<file path="src/rtl/evm_pkg.sv">
// Shared EVM definitions: ballot FSM state encoding, candidate count and
// the one-hot helpers used by both the ballot unit and the tally block.
`timescale 1ns/1ps
package evm_pkg;

    typedef logic [1:0] state_t;

    localparam state_t LOCKED  = 2'd0;
    localparam state_t ARMED   = 2'd1;
    localparam state_t PRESS   = 2'd2;
    localparam state_t RELEASE = 2'd3;

    localparam int NUM_CANDIDATES = 6;

    // One-hot candidate vector to candidate number 1..6 (0 when empty).
    function automatic logic [2:0] encode(input logic [NUM_CANDIDATES-1:0] onehot);
        logic [2:0] id;
        id = 3'd0;
        for (int i = 0; i < NUM_CANDIDATES; i++) begin
            if (onehot[i]) begin
                id = 3'(i + 1);
            end
        end
        return id;
    endfunction

    // Number of buttons pressed at once.
    function automatic logic [2:0] popcount(input logic [NUM_CANDIDATES-1:0] v);
        logic [2:0] n;
        n = 3'd0;
        for (int i = 0; i < NUM_CANDIDATES; i++) begin
            n = n + {2'b00, v[i]};
        end
        return n;
    endfunction

endpackage

</file>
<file path="src/rtl/evm_sync2.sv">
// Two-flop synchronizer for asynchronous level inputs (buttons, enables).
`timescale 1ns/1ps
module evm_sync2 #(
    parameter int DATA_W = 1
) (
    input  logic              clock,
    input  logic              reset,
    input  logic [DATA_W-1:0] raw,
    output logic [DATA_W-1:0] clean
);

    logic [DATA_W-1:0] sync_p0;
    logic [DATA_W-1:0] sync_p1;

    // Metastability filter: first flop may go metastable, second settles it.
    always_ff @(posedge clock or negedge reset) begin
        if (!reset) begin
            sync_p0 <= '0;
            sync_p1 <= '0;
        end else begin
            sync_p0 <= raw;
            sync_p1 <= sync_p0;
        end
    end

    assign clean = sync_p1;

endmodule

</file>
<file path="src/rtl/evm_ballot_unit.sv">
// Voter-facing ballot unit: debounces six candidate buttons, issues one
// single-cycle vote strobe per armed ballot, flags multi-button presses,
// locks out in result mode and counts ballots cast (saturating).
`timescale 1ns/1ps
module evm_ballot_unit
    import evm_pkg::*;
#(
    parameter int DEBOUNCE_CYCLES = 16,
    parameter int CNT_W           = 5
) (
    input  logic       clock,
    input  logic       reset,
    input  logic       mode,
    input  logic       ballot_enable,
    input  logic       candidate1_button,
    input  logic       candidate2_button,
    input  logic       candidate3_button,
    input  logic       candidate4_button,
    input  logic       candidate5_button,
    input  logic       candidate6_button,
    output logic       vote_valid,
    output logic [2:0] vote_id,
    output logic [5:0] cand_pulse,
    output logic       ready_lamp,
    output logic       multi_press_err,
    output logic [7:0] ballots_cast
);

    // Counter value on the last stable cycle of a debounce window.
    localparam logic [CNT_W-1:0] LAST_CNT = CNT_W'(DEBOUNCE_CYCLES - 1);

    function automatic logic [7:0] sat_inc(input logic [7:0] v);
        return (v == 8'hFF) ? v : v + 8'd1;
    endfunction

    logic [NUM_CANDIDATES-1:0] raw_btn;
    logic [NUM_CANDIDATES-1:0] btn_s;
    logic                      en_s;
    logic                      en_d;
    logic                      en_rise;
    logic [2:0]                btn_count;

    state_t                    state;
    state_t                    next_state;
    logic [CNT_W-1:0]          cnt;
    logic [CNT_W-1:0]          cnt_next;
    logic [NUM_CANDIDATES-1:0] cand_q;
    logic [NUM_CANDIDATES-1:0] cand_next;
    logic                      fire;
    logic                      err_set;
    logic                      err_clr;

    logic                      vote_valid_d;
    logic [2:0]                vote_id_d;
    logic [5:0]                cand_pulse_d;
    logic                      ready_lamp_d;
    logic                      multi_press_err_d;
    logic [7:0]                ballots_cast_d;

    assign raw_btn = {candidate6_button, candidate5_button, candidate4_button,
                      candidate3_button, candidate2_button, candidate1_button};

    evm_sync2 #(.DATA_W(NUM_CANDIDATES)) u_sync_btn (
        .clock (clock),
        .reset (reset),
        .raw   (raw_btn),
        .clean (btn_s)
    );

    evm_sync2 #(.DATA_W(1)) u_sync_en (
        .clock (clock),
        .reset (reset),
        .raw   (ballot_enable),
        .clean (en_s)
    );

    // Delayed copy of the synchronized enable for rising-edge detection.
    always_ff @(posedge clock or negedge reset) begin
        if (!reset) begin
            en_d <= 1'b0;
        end else begin
            en_d <= en_s;
        end
    end

    assign en_rise   = en_s & ~en_d;
    assign btn_count = popcount(btn_s);

    // FSM state, shared debounce counter and latched candidate.
    always_ff @(posedge clock or negedge reset) begin
        if (!reset) begin
            state  <= LOCKED;
            cnt    <= '0;
            cand_q <= '0;
        end else begin
            state  <= next_state;
            cnt    <= cnt_next;
            cand_q <= cand_next;
        end
    end

    // Next-state logic; result mode overrides everything, including a due vote.
    always_comb begin
        next_state = state;
        cnt_next   = cnt;
        cand_next  = cand_q;
        fire       = 1'b0;
        err_set    = 1'b0;
        err_clr    = 1'b0;
        if (mode) begin
            next_state = LOCKED;
            cnt_next   = '0;
        end else begin
            case (state)
                LOCKED: begin
                    if (en_rise) begin
                        next_state = ARMED;
                        cnt_next   = '0;
                        err_clr    = 1'b1;
                    end
                end
                ARMED: begin
                    if (btn_count == 3'd1) begin
                        cand_next  = btn_s;
                        cnt_next   = CNT_W'(1);
                        next_state = PRESS;
                    end else if (btn_count >= 3'd2) begin
                        err_set = 1'b1;
                    end
                end
                PRESS: begin
                    if (btn_s == cand_q) begin
                        if (cnt == LAST_CNT) begin
                            fire       = 1'b1;
                            cnt_next   = '0;
                            next_state = RELEASE;
                        end else begin
                            cnt_next = cnt + CNT_W'(1);
                        end
                    end else begin
                        cnt_next   = '0;
                        next_state = ARMED;
                        if (btn_count >= 3'd2) begin
                            err_set = 1'b1;
                        end
                    end
                end
                RELEASE: begin
                    // Any bounce back to pressed restarts the clean-release window.
                    if (btn_s != '0) begin
                        cnt_next = '0;
                    end else if (cnt == LAST_CNT) begin
                        cnt_next   = '0;
                        next_state = LOCKED;
                    end else begin
                        cnt_next = cnt + CNT_W'(1);
                    end
                end
                default: begin
                    next_state = LOCKED;
                    cnt_next   = '0;
                end
            endcase
        end
    end

    // Output decode: values the output registers take on the next edge.
    always_comb begin
        vote_valid_d      = fire;
        vote_id_d         = fire ? encode(cand_q) : 3'd0;
        cand_pulse_d      = fire ? cand_q : 6'd0;
        ready_lamp_d      = (next_state == ARMED) || (next_state == PRESS);
        multi_press_err_d = multi_press_err;
        if (err_clr) begin
            multi_press_err_d = 1'b0;
        end else if (err_set) begin
            multi_press_err_d = 1'b1;
        end
        ballots_cast_d    = fire ? sat_inc(ballots_cast) : ballots_cast;
    end

    // Registered outputs, so nothing combinational reaches the pins.
    always_ff @(posedge clock or negedge reset) begin
        if (!reset) begin
            vote_valid      <= 1'b0;
            vote_id         <= 3'd0;
            cand_pulse      <= 6'd0;
            ready_lamp      <= 1'b0;
            multi_press_err <= 1'b0;
            ballots_cast    <= 8'd0;
        end else begin
            vote_valid      <= vote_valid_d;
            vote_id         <= vote_id_d;
            cand_pulse      <= cand_pulse_d;
            ready_lamp      <= ready_lamp_d;
            multi_press_err <= multi_press_err_d;
            ballots_cast    <= ballots_cast_d;
        end
    end

endmodule

</file>
<file path="config.mk">
export PLATFORM = sky130hd
export DESIGN_NAME = evm_ballot_unit
export DESIGN_NICKNAME = d
export VERILOG_FILES = /design/src/rtl/evm_pkg.sv /design/src/rtl/evm_sync2.sv /design/src/rtl/evm_ballot_unit.sv
export SDC_FILE = /design/constraint.sdc
export NUM_CORES = 1
export LEC_CHECK = 0
export BUFFER_PORTS_ARGS = -buffer_cell sky130_fd_sc_hd__buf_2
export CORE_MARGIN = 3
export CORE_UTILIZATION = 30
export DETAILED_ROUTE_END_ITERATION = 7
export SETUP_SLACK_MARGIN = 0.3
export SYNTH_ARGS = -nofsm -noshare
export SYNTH_HDL_FRONTEND = slang
export SYNTH_SLANG_ARGS = --single-unit
</file>
<file path="constraint.sdc">
create_clock -name clock -period 7.7 [get_ports clock]
set_clock_uncertainty 0.05 [all_clocks]
set_input_delay 0 -clock clock [delete_from_list [all_inputs] [get_ports clock]]
set_output_delay 0 -clock clock [all_outputs]
set_load 0.1 [all_outputs]
</file>
==> results.tsv <==
stage	metric	value	unit
status	outcome	finished clean	
routing	drcViolationCount	0	
synth	syn_area	2210	um^2
routing	vias	1438	
synth	syn_nets	205	
sta	layout_setup_ws	4.02	ns
routing	vias_per_cell	4.45	
routing	detail-route-antenna-nets	0	
setup_path	crit_top_cell	fa_1	
cells_and_area	fillers	722	
sta	worst_pin_slew	1.02	ns
grt	grt_max_degree	49	
clock_network	cts_setup_buffers	0	
sta	relSlewSlack	32.0	%
power_and_ir_drop	power.density	255	nW/um^2
clock_network	cts_buffers	5	
placement	preCtsSetupSlack	4.05	ns
clock_network	cts_hold_buf	9	
synth	syn_avg_cell_area	12.0	um^2
synth	yosysTopAreaCell	dfrtp_1	
setup_path	r2r_cells	9	
clock_network	ctsResizeCount	0	
clock_network	clock_latency	0.30	ns
power_and_ir_drop	peakVddDrop	176	uV
placement	place_hpwl	2820	um
hold_path	hold_class	input pin to register	
die	die_area	8440	um^2
die	ioPinCount	30	
clock_network	clockBufferDepth	2	
sta	timing.final.max_slew_violations	0	
synth	synth_top_cells_by_count	48 x dfrtp_1, 17 x inv_1, 11 x nor2_1	
grt	grt_pass1_wl	7000	um
grt	antenna_found_initial	0	
setup_path	max_stage_delay	0.50	ns
setup_path	critPathMaxFanout	7	
sta	fin_crit	3.68	ns
grt	grt_overflow_total	0	
cells_and_area	stdcell_area	2660	um^2
sta	max_freq	0.272	GHz
clock_network	path_clk_slew	0.08	ns
sta	finalHoldViolCount	0	
clock_network	cts-root-buf	clkbuf_8	
synth	ys_seq_elements	48	
grt	grt_usage	10.3	%
routing	drt_iter0_drc	69	
power_and_ir_drop	leakagePower	1.26	nW
synth	synthArstFlopShare	100	%
setup_path	worstPathArrival	3.82	ns
synth	synth_top_area_share	54.3	%
sta	rsz0062_at_grt	false	
clock_network	cts_tree	built	
synth	synth_edf_count	0	
cells_and_area	area_growth	20.3	%
synth	yosysMostFrequentCell	dfrtp_1	
routing	dr.pass1.iters	4	
synth	ys_warn_count	0	
sta	setup_tns	0	ns
cells_and_area	drive_gt1_share	23.3	%
sta	setup_viol	0	
die	die-height	91.9	um
synth	synth_flop_cell	dfrtp_1	
die	core_area	6980	um^2
setup_path	required	7.84	ns
setup_path	path_cells	inv_1 -> fa_1 -> fa_1 -> inv_1 -> ha_1 -> fa_1 -> or3b_4 -> nor3b_2 -> mux2_2	
cells_and_area	antenna_cells	0	
routing	detail_route.wl_per_cell	12.0	um
power_and_ir_drop	power.total	0.000680	W
synth	synthTopCellsByArea	dfrtp_1 54%, ha_1 4.5%, xnor2_1 3.6%, mux2_2 3.1%, inv_1 2.9%	
synth	synth_cells	184	
die	rows	30	
routing	wl	3880	um
job	drv_cap	0	
setup_path	critPathLaunchType	register	
clock_network	cts.sinks	48	
placement	port_buffers	29	
setup_path	worstSetupEndpointType	register	
grt	grt_pass1_vias	1459	
sta	finalCritPeriodShare	47.8	%
cells_and_area	final_nets	247	
hold_path	holdPathStages	2	
placement	dpl-instance-area	2460	um^2
setup_path	worst-setup-path-type	register to register	
die	die_w	91.9	um
setup_path	slowest_stage	nor3b_2	
clock_network	htreeDepth	2	
placement	gp_congestion	0.804	
synth	synthDistinctLibCells	46	
die	initial_core_util	31.7	%
synth	ys_seq_area_share	54.3	%
==> path summary, 6_finish.rpt <==
kind                       slack [ns]                       startpoint                       endpoint
min in group asynchronous        0.36                            reset           vote_id[2]$_DFF_PN0_
setup / recovery                 4.02    u_sync_btn.clean[1]$_DFF_PN0_          cand_q[2]$_DFFE_PN0P_
setup reg to reg                 4.02    u_sync_btn.clean[1]$_DFF_PN0_          cand_q[2]$_DFFE_PN0P_
max in group asynchronous        6.61                            reset             state[0]$_DFF_PN0_
hold reg to reg                  0.30  u_sync_btn.sync_p0[3]$_DFF_PN0_  u_sync_btn.clean[3]$_DFF_PN0_
hold / removal                   0.28                    ballot_enable    u_sync_en.sync_p0$_DFF_PN0_
==> cell usage in the layout, fill, tap and decap left out, types with 2 or more instances in the layout <==
cell | netlist | final
dfrtp_1 | 48 | 48
buf_2 | 2 | 29
inv_1 | 17 | 17
nor2_1 | 11 | 11
xnor2_1 | 9 | 9
dlygate4sd3_1 | 0 | 9
ha_1 | 8 | 8
nand3_1 | 7 | 7
nand2_1 | 7 | 7
and2_1 | 7 | 7
o21ai_0 | 6 | 6
mux2_2 | 6 | 6
xor2_1 | 5 | 5
clkbuf_8 | 0 | 5
a21oi_1 | 4 | 4
nor3_1 | 4 | 4
nor3b_1 | 3 | 3
a41oi_1 | 3 | 3
fa_1 | 3 | 3
nand4_1 | 2 | 2
o31a_1 | 2 | 2
a31oi_1 | 2 | 2
o21a_1 | 2 | 2
or3_1 | 2 | 2
==> power breakdown <==
group / internal, W / switching (W) / leakage [nW]
Clock: 0.0000963 / 0.0000795 / 0.0552
Sequential: 0.000277 / 0.0000295 / 0.621
Combinational: 0.0000769 / 0.000120 / 0.586
==> through the flow <==
stage          std cells  hold slack, ns  util, %
5_1_grt              323           0.281     38.1
6_report             323           0.285     38.1
2_1_floorplan        184          -0.346        -
3_3_place_gp         306          0.0602     35.3
4_1_cts              323           0.271     38.1
3_5_place_dp         306          0.0599     35.3
==> routing by layer <==
| metal | GRT usage, % | up-vias | wire length [um] |
|---|---|---|---|
| met5 | 0 | - | 0 |
| met4 | 3.34 | 0 | 44 |
| met3 | 3.45 | 4 | 208 |
| met2 | 15.6 | 33 | 1630 |
| met1 | 14.0 | 684 | 2000 |
| li1 | - | 717 | - |
==> registers in the layout, indices dropped and copies added, names as in the netlist <==
name,cells
ballots_cast,8
cand_pulse,6
cand_q,6
u_sync_btn.clean,6
u_sync_btn.sync_p0,6
cnt,5
vote_id,3
state,2
en_d,1
multi_press_err,1
ready_lamp,1
u_sync_en.clean,1
u_sync_en.sync_p0,1
vote_valid,1
==> cells by family after synthesis <==
kind of cell / Yosys count / share of synthesized area (%)
adders and majority gates: 11 / 7.24
AOI/OAI and AO/OA: 28 / 10.7
xor gates and xnor gates: 14 / 5.54
DFF: 48 / 54.3
and+or+nand+nor: 56 / 15.2
buffers and inverters: 20 / 3.51
muxes: 7 / 3.51
==> worst max-delay path: cells and delay by family (launching register included) <==
kind	cells	cell delay (ns)
fa+ha+maj	4	1.61
buf+inv	2	0.14
flops	1	0.41
mux	1	0.40
simple gates	2	0.96
==> final cells by class <==
class / instances / area (um^2) / area share, %
flip-flops and latches: 48 / 1200 / 45.1
multi-input cells: 116 / 933 / 35.1
clock buffers: 6 / 72.6 / 2.73
well taps: 96 / 120 / 4.51
inverters: 17 / 63.8 / 2.40
repair buffers: 38 / 235 / 8.84
clock inverters: 2 / 35.0 / 1.32
Note: power is estimated with default switching activity, not from simulation.
